===== config.mk =====
export PLATFORM = sky130hd
export DESIGN_NAME = pc_sequencer
export DESIGN_NICKNAME = d
export VERILOG_FILES = /design/src/rtl/pc_seq_pkg.sv /design/src/rtl/return_stack.sv /design/src/rtl/pc_sequencer.sv
export SDC_FILE = /design/constraint.sdc
export NUM_CORES = 1
export LEC_CHECK = 0
export ABC_AREA = 1
export CORE_MARGIN = 2
export CORE_UTILIZATION = 30
export CTS_CLUSTER_SIZE = 16
export DETAILED_ROUTE_END_ITERATION = 10
export GPL_TIMING_DRIVEN = 0
export PLACE_DENSITY = 0.48
export SYNTH_ARGS = -nofsm -noshare
export SYNTH_HDL_FRONTEND = slang
export SYNTH_SLANG_ARGS = --single-unit

===== constraint.sdc =====
create_clock -name i_clk -period 3.4 [get_ports i_clk]
set_clock_uncertainty 0.2 [all_clocks]
set_input_delay 0.68 -clock i_clk [delete_from_list [all_inputs] [get_ports i_clk]]
set_output_delay 0.68 -clock i_clk [all_outputs]
set_load 0.05 [all_outputs]

===== src/rtl/pc_seq_pkg.sv =====
// Shared constants for the PC sequencer: next-PC source encodings and default sizes.
// No logic lives here.
package pc_seq_pkg;
  localparam int unsigned PC_W_DEF  = 10;
  localparam int unsigned DEPTH_DEF = 8;

  localparam logic [1:0] JM_INC  = 2'b00;
  localparam logic [1:0] JM_ABS  = 2'b01;
  localparam logic [1:0] JM_RET  = 2'b10;
  localparam logic [1:0] JM_SKIP = 2'b11;
endpackage


===== src/rtl/return_stack.sv =====
// LIFO call stack with push/pop/swap; top_o is the pre-edge top (0 when empty), sp updates at the edge.
// Error pulses are combinational single-cycle strobes; no backpressure, illegal ops are dropped.
module return_stack
  import pc_seq_pkg::*;
#(
  parameter int unsigned PC_W  = PC_W_DEF,
  parameter int unsigned DEPTH = DEPTH_DEF
) (
  input  logic            clk_i,
  input  logic            rst_ni,
  input  logic            push_i,
  input  logic            pop_i,
  input  logic [PC_W-1:0] push_dat_i,
  output logic [PC_W-1:0] top_o,
  output logic            full_o,
  output logic            empty_o,
  output logic            ovf_o,
  output logic            unf_o
);
  localparam int unsigned AW  = $clog2(DEPTH);
  localparam int unsigned SPW = AW + 1;

  logic [PC_W-1:0] mem_q [DEPTH];
  logic [SPW-1:0]  sp_q, sp_d;
  logic [AW-1:0]   top_idx, wr_idx;
  logic            wr_en;

  assign top_idx = sp_q[AW-1:0] - AW'(1);
  assign empty_o = (sp_q == '0);
  assign full_o  = (sp_q == SPW'(DEPTH));
  assign top_o   = empty_o ? '0 : mem_q[top_idx];

  always_comb begin
    sp_d   = sp_q;
    wr_en  = 1'b0;
    wr_idx = sp_q[AW-1:0];
    ovf_o  = 1'b0;
    unf_o  = 1'b0;
    if (push_i && pop_i) begin
      // Swap replaces the top in place; on an empty stack it degrades to a push.
      wr_en = 1'b1;
      if (empty_o) begin
        sp_d  = sp_q + SPW'(1);
        unf_o = 1'b1;
      end else begin
        wr_idx = top_idx;
      end
    end else if (push_i) begin
      if (full_o) begin
        ovf_o = 1'b1;
      end else begin
        wr_en = 1'b1;
        sp_d  = sp_q + SPW'(1);
      end
    end else if (pop_i) begin
      if (empty_o) unf_o = 1'b1;
      else         sp_d  = sp_q - SPW'(1);
    end
  end

  always_ff @(posedge clk_i or negedge rst_ni) begin
    if (!rst_ni) sp_q <= '0;
    else         sp_q <= sp_d;
  end

  always_ff @(posedge clk_i) begin
    if (wr_en) mem_q[wr_idx] <= push_dat_i;
  end
endmodule


===== src/rtl/pc_sequencer.sv =====
// Program counter with next-PC select, call/return stack, return register with pop bypass, sticky errors.
// All outputs registered, updated one edge after the qualifying strobe; no backpressure.
module pc_sequencer
  import pc_seq_pkg::*;
#(
  parameter int unsigned PC_W  = PC_W_DEF,
  parameter int unsigned DEPTH = DEPTH_DEF
) (
  input  logic            i_clk,
  input  logic            i_rst,
  input  logic            i_PCw,
  input  logic            i_jump,
  input  logic [1:0]      i_j_mode,
  input  logic            i_call,
  input  logic            i_return,
  input  logic [PC_W-1:0] i_target,
  input  logic            i_skip_cond,
  input  logic            i_clr_err,
  output logic [PC_W-1:0] o_pc,
  output logic            o_stack_full,
  output logic            o_stack_empty,
  output logic            o_overflow,
  output logic            o_underflow
);
  logic [PC_W-1:0] pc_q, pc_d, ret_q, ret_d;
  logic [PC_W-1:0] pc_inc1, pc_inc2, pop_dat, ret_src;
  logic            ovf_q, ovf_d, unf_q, unf_d;
  logic            ovf_p, unf_p;

  return_stack #(.PC_W(PC_W), .DEPTH(DEPTH)) u_stack (
    .clk_i      (i_clk),
    .rst_ni     (i_rst),
    .push_i     (i_call & i_PCw),
    .pop_i      (i_return),
    .push_dat_i (pc_inc1),
    .top_o      (pop_dat),
    .full_o     (o_stack_full),
    .empty_o    (o_stack_empty),
    .ovf_o      (ovf_p),
    .unf_o      (unf_p)
  );

  always_comb begin
    pc_inc1 = pc_q + PC_W'(1);
    pc_inc2 = pc_q + PC_W'(2);
    // A pop in the same cycle as RET forwards the popped value straight to the PC.
    ret_src = i_return ? pop_dat : ret_q;
    pc_d    = pc_q;
    if (i_PCw) begin
      unique case (i_j_mode)
        JM_INC:  pc_d = pc_inc1;
        JM_ABS:  pc_d = i_jump ? i_target : pc_inc1;
        JM_RET:  pc_d = ret_src;
        JM_SKIP: pc_d = i_skip_cond ? pc_inc2 : pc_inc1;
        default: pc_d = pc_inc1;
      endcase
    end
    ret_d = i_return ? pop_dat : ret_q;
    ovf_d = (ovf_q & ~i_clr_err) | ovf_p;
    unf_d = (unf_q & ~i_clr_err) | unf_p;
  end

  always_ff @(posedge i_clk or negedge i_rst) begin
    if (!i_rst) begin
      pc_q  <= '0;
      ret_q <= '0;
      ovf_q <= 1'b0;
      unf_q <= 1'b0;
    end else begin
      pc_q  <= pc_d;
      ret_q <= ret_d;
      ovf_q <= ovf_d;
      unf_q <= unf_d;
    end
  end

  assign o_pc        = pc_q;
  assign o_overflow  = ovf_q;
  assign o_underflow = unf_q;
endmodule


# Word level (Yosys, flattened, before mapping)
# Memories as Yosys holds them, arrays and structs flattened.
# Cells that the tools add are included.
word_totals:
  ff_bits: 26
  latchBits: 0
  ram_bits: 80
  mem_bits_ro: 0
  in_bits: 20
  out_inout_bits: 14
  elab_cells: 54
  mem_count: 1
memory_table:
  columns: ["memory", "words", "word_bits", "read_ports", "rd_clocked_by_memory_dff", "wr", "line_no", "rtl"]
  rows:
  - ["u_stack.mem_q", 8, 10, 1, 0, 1, "return_stack.sv:23", "logic [PC_W-1:0] mem_q [DEPTH];"]
classes:
  addsub: 5
  n_mul: 0
  div: 0
  order_cmp: 0
  eq_ne: 7
  shifts: 0
  muxes: 25
  bitwise_logic: 6
  n_reduce_logical: 5
ops:
  columns: ["cell", "count"]
  rows:
  - ["10-bit 2-to-1 mux", 4]
  - ["10-bit one-hot mux with 4 select lines", 1]
  - ["4-bit 2-to-1 mux", 6]
  - ["1-bit 2-to-1 mux", 12]
  - ["10-bit by 1-bit adder with 10-bit output, second input constant", 1]
  - ["10-bit by 2-bit adder with 10-bit output, second input constant", 1]
  - ["3-bit 2-to-1 mux", 2]
  - ["4-bit by 1-bit adder with 4-bit output, second input constant", 1]
  - ["2-bit == test, second input constant", 2]
  - ["4-bit == test, second input constant", 1]
  - ["4-bit zero test", 1]
  - ["4-bit AND reduction", 1]
  - ["4-bit by 1-bit subtractor with 4-bit output, second input constant", 1]
  - ["1-bit AND", 3]
  - ["3-bit by 2-bit != test with 1-bit output, second input constant", 1]
  - ["3-bit != test, second input constant", 1]
  - ["3-bit nonzero test", 1]
  - ["3-bit by 1-bit subtractor with 3-bit output, second input constant", 1]
  - ["2-bit by 1-bit == test with 1-bit output, second input constant", 1]
  - ["2-bit zero test", 1]
  - ["2-bit by 1-bit != test with 1-bit output, second input constant", 1]
  - ["1-bit OR", 2]
  - ["1-bit logical AND", 1]
  - ["1-bit inverter", 1]

# Logic depth before layout (Yosys ltp)
depth:
  word_depth: 6
  mapped_depth: 14
  ltp_nobuf: 12

# Modules after synthesis
# A second synthesis with hierarchy kept.
hier_totals:
  hier_cells: 654
  hier_area_um2: 5537.8
modules_own_cells:
  columns: ["mod", "instances", "cells_each", "area_per_inst_um2", "seq_area_each_um2"]
  rows:
  - ["return_stack", 1, 400, 3911.3, 2502.4]
  - ["pc_sequencer", 1, 254, 1626.6, 550.5]

# Worst setup path after synthesis
# Ideal clock, no wire load.
synth_path:
  path_kind: "flip-flop to flip-flop"
  start: "register u_stack.sp_q[0]"
  end: "memory u_stack.mem_q[1][0] in the netlist's numbering (enable)"
  setup_time_ps: 376
  arrival_ps: 2434
  required_ps: 2824
  setup_slack_ps: 389
  stages_incl_launch_ff: 12
  path_buffers: 2
  period_less_slack_ps: 3011
  cell_sequence: "dfrtp_1 -> buf_2 -> inv_2 -> buf_2 -> ha_1 -> inv_1 -> nor3_4 -> inv_2 -> nand2_4 -> xor2_1 -> nand2_1 -> nor2_1"
synth_via:
  elab_cells_between_ends: 10
  cone_classes: "add/sub (1); eq/ne (1); mux (7); reduce/logical (1)"
synth_lines:
  columns: ["item", "line_no", "rtl"]
  rows:
  - ["from (decl)", "return_stack.sv:24", "logic [SPW-1:0] sp_q, sp_d;"]
  - ["from (signal assigned)", "return_stack.sv:63", "else sp_q <= sp_d;"]
  - ["4-bit zero test", "return_stack.sv:29", "assign empty_o = (sp_q == '0);"]
  - ["named net o_stack_empty", "pc_sequencer.sv:21", "output logic o_stack_empty,"]
  - ["3-bit 2-to-1 mux", "return_stack.sv:42", "if (empty_o) begin"]
  - ["3-bit 2-to-1 mux", "return_stack.sv:39", "if (push_i && pop_i) begin"]
  - ["to (decl)", "return_stack.sv:23", null]
# The timed path passes the listed nets, and every way through them passes these cells.

# Worst setup path after layout
layout_path:
  start: "register u_stack.sp_q[0]"
  end: "memory u_stack.mem_q[4][8] in the netlist's numbering (enable)"
layout_via:
  elab_chain_len: 6
  elab_cells_between_ends: 10
  cone_classes: "add/sub (1); eq/ne (1); mux (7); reduce/logical (1)"
layout_rtl:
  columns: ["item", "line_no", "rtl"]
  rows:
  - ["4-bit == test", "return_stack.sv:30", "assign full_o = (sp_q == SPW'(DEPTH));"]
  - ["1-bit 2-to-1 mux", "return_stack.sv:49", "if (full_o) begin"]
  - ["1-bit 2-to-1 mux", "return_stack.sv:48", "end else if (push_i) begin"]
  - ["1-bit 2-to-1 mux", "return_stack.sv:39", null]
  - ["1-bit 2-to-1 mux", "return_stack.sv:67", "if (wr_en) mem_q[wr_idx] <= push_dat_i;"]
  - ["1-bit 2-to-1 mux (implied by the code)", "return_stack.sv:67", null]
# Several ways; a longest one is shown, not always the timed one.

==> results.toml <==
[worst_setup_path]
worstPathArrival_ps = 3220
cp_cell_sequence = "buf_2 > inv_2 > buf_2 > ha_1 > buf_2 > buf_2 > o21ai_1 > inv_1 > nand2_1 > nor2_1"
crit_type = "flop to flop"
cp.required_ps = 3170
critPathMaxStageDelay_ps = 770
path_max_fanout = 11
rr_startpoint = "u_stack.sp_q[0]"
start_kind = "flop"
cp-startpoint = "u_stack.sp_q[0]"
crit_slowest_cell = "nor2_1"
end_kind = "flop"
crit_top_cell = "buf_2"

[clocking]
worstSkewPairLatency_ps = 350
cts_tree = "done"
clockBufferDepth = 2
root_buffer = "clkbuf_16"
path_clk_slew_ps = 80
cts-hold-fix-buffers = 0
cts_sinks = 106
cts_made_buffers = 9
cts-htree-levels = 3

[yosys]
synth_area_mm2 = 0.00550
ys_top_cells_by_count = "nand2_1 (227), edfxtp_1 (80), inv_1 (72)"
synthArstFlopShare = 0.245
ys_ff_latch = 106
synth_edf_count = 80
yosys.cell_count.top_type = "nand2_1"
synthTopCellsByArea = "edfxtp_1 (44%), nand2_1 (15%), dfrtp_1 (12%)"
synth_top_area_cell = "edfxtp_1"
synth_ff_type = "edfxtp_1"
yosys_warnings = 0
syn-num-nets = 655
avgSynthCellArea_um2 = 8.73
synthCells = 630
synth_cell_types = 31
yosysTopAreaCellShare = 0.437
seq_area_frac_synth = 0.555

[sta]
timing.final.crit_share = 1.02
finalHoldViolCount = 0
worst_slack_ps = -52.4
rsz0062_at_grt = "yes"
finalSetupViolCount = 10
worstMarginPinSlew_ps = 985
maxSlewViolCount = 0
relSlewSlack = 0.341
fmax_ghz = 0.290
final.min_clock_period_ps = 3450

[run_status]
violations = "negative setup slack"
outcome = "finished, violations left"

[global_routing]
antenna_found_initial = 0
grt_pass1_vias = 4027
grt_max_degree = 27
grt.total_usage = 0.154
grt_pass1_wl_mm = 22.7
grt-ovfl-total = 0

[place]
dp_cells = 892
pre_cts_ws_ps = -355
hpwlAfterDp_mm = 10.6
gp_congestion = 0.850
port_buffers = 33
placed_cell_area_mm2 = 0.00612

[drt]
detail_route.wl_per_cell_um = 16.2
vias = 4239
drtIter0Drc = 251
drt-pass1-iter-count = 5
dr.max_layer_used = "met4"
ant_nets = 0
drt-total-wl_mm = 14.7
wl_met2_mm = 6.68
vias_per_cell = 4.67
dr_wl_met3_um = 504
wl_met1_mm = 7.18
drc = 0

[final_layout]
diodes = 0
fillCellCount = 1845
fin_cells = 908
seqCellArea_mm2 = 0.00305
area_growth_pct = 17.9
fin_nets = 699
multiInputGateArea_mm2 = 0.00206
drive_above_1_share = 0.125
fin_area_mm2 = 0.00649

[floorplanning]
die_h_um = 139
core-area_mm2 = 0.0180
dieArea_mm2 = 0.0194
ios = 34
initial_core_util = 0.306
rows = 49
die_w_um = 139

[power_and_ir_drop]
power.density_mw_per_mm2 = 869
ir_worst_vdd_mv = 0.465
p_leak_nw = 2.86

[job]
max-cap-violations = 0

[hold_path]
min-delay-path-class = "primary input to asynchronous set/reset pin"
==> per-stage QoR <==
| stage | utilization | setup TNS, ps | hold WS [ps] | total power, mW |
|---|---|---|---|---|
| final | 0.361 | -416 | 139 | 5.64 |
| after global routing | 0.361 | -5270 | 189 | 5.99 |
| after CTS | 0.361 | -135 | 281 | 5.67 |
| after detailed placement | 0.341 | -21250 | 263 | 4.45 |
| after global placement | 0.341 | -19770 | 263 | 4.43 |
| after floorplan | - | 0 | 184 | 3.61 |
==> worst paths after layout <==
path	to	slack [ps]	depth (start not counted)
min	o_pc[6]	140	1
max reg2reg	u_stack.mem_q[4][8]	-50	10
min in group i_clk	ret_q[7]	280	2
max in group asynchronous	ret_q[9]	2450	1
max	u_stack.mem_q[4][8]	-50	10
min reg2reg	ret_q[7]	280	2
==> flip-flops by register name (all words and copies together), names as in the netlist <==
| name | cells |
|---|---|
| o_overflow | 1 |
| o_pc | 10 |
| o_underflow | 1 |
| ret_q | 10 |
| u_stack.mem_q | 80 |
| u_stack.sp_q | 4 |
==> layer usage <==
metal  global-route usage  vias up
met5                    0        -
met4               0.0654        0
met3               0.0241       20
met2                0.237       79
met1                0.217     2031
li1                     -     2109
==> logic make-up after synthesis <==
| family | share of synthesized area |
|---|---|
| AO/OA/AOI/OAI | 0.0450 |
| XOR/XNOR | 0.0191 |
| adder cells (fa/ha/maj) | 0.0114 |
| buffers and inverters | 0.0757 |
| flip-flops | 0.555 |
| AND/OR/NAND/NOR | 0.294 |
==> what timing repair did <==
item	4_1_cts	5_1_grt
pin swaps	0	0
buffers inserted	0	0
setup endpoints to repair	64	51
gates resized for setup	7	4
==> placed cells by master (no fill, tap or decap), types with 11 or more instances in the layout <==
master	n
nand2_1	227
edfxtp_1	80
inv_1	72
nand3_1	51
nor2_1	46
clkdlybuf4s50_1	30
o21ai_0	26
dfrtp_1	26
nand3_2	16
buf_2	13
a21oi_1	12
nand2_2	11
==> power by group <==
group	switching [mW]	total [mW]	internal, mW
logic	1.82	2.62	0.795
registers	0.115	1.81	1.69
clock network	0.486	1.21	0.728
total	2.42	5.64	3.22
==> layout make-up <==
type                            count  share of cell area
Buffer                             21              0.0208
Clock buffer                        9              0.0347
Clock inverter                      7              0.0191
Inverter                           75              0.0434
Multi-Input combinational cell    428               0.317
Sequential cell                   106               0.471
Tap cell                          229              0.0442
Timing Repair Buffer               33              0.0500
==> worst max-delay path, delay by kind of cell, from the launching register on <==
family	cells	cell delay, ps
buffers and inverters	6	1200
and+or+nand+nor	2	840
DFF	1	350
adders and majority gates	1	320
AOI/OAI and AO/OA	1	150
Power figures use the tool's default switching activity.
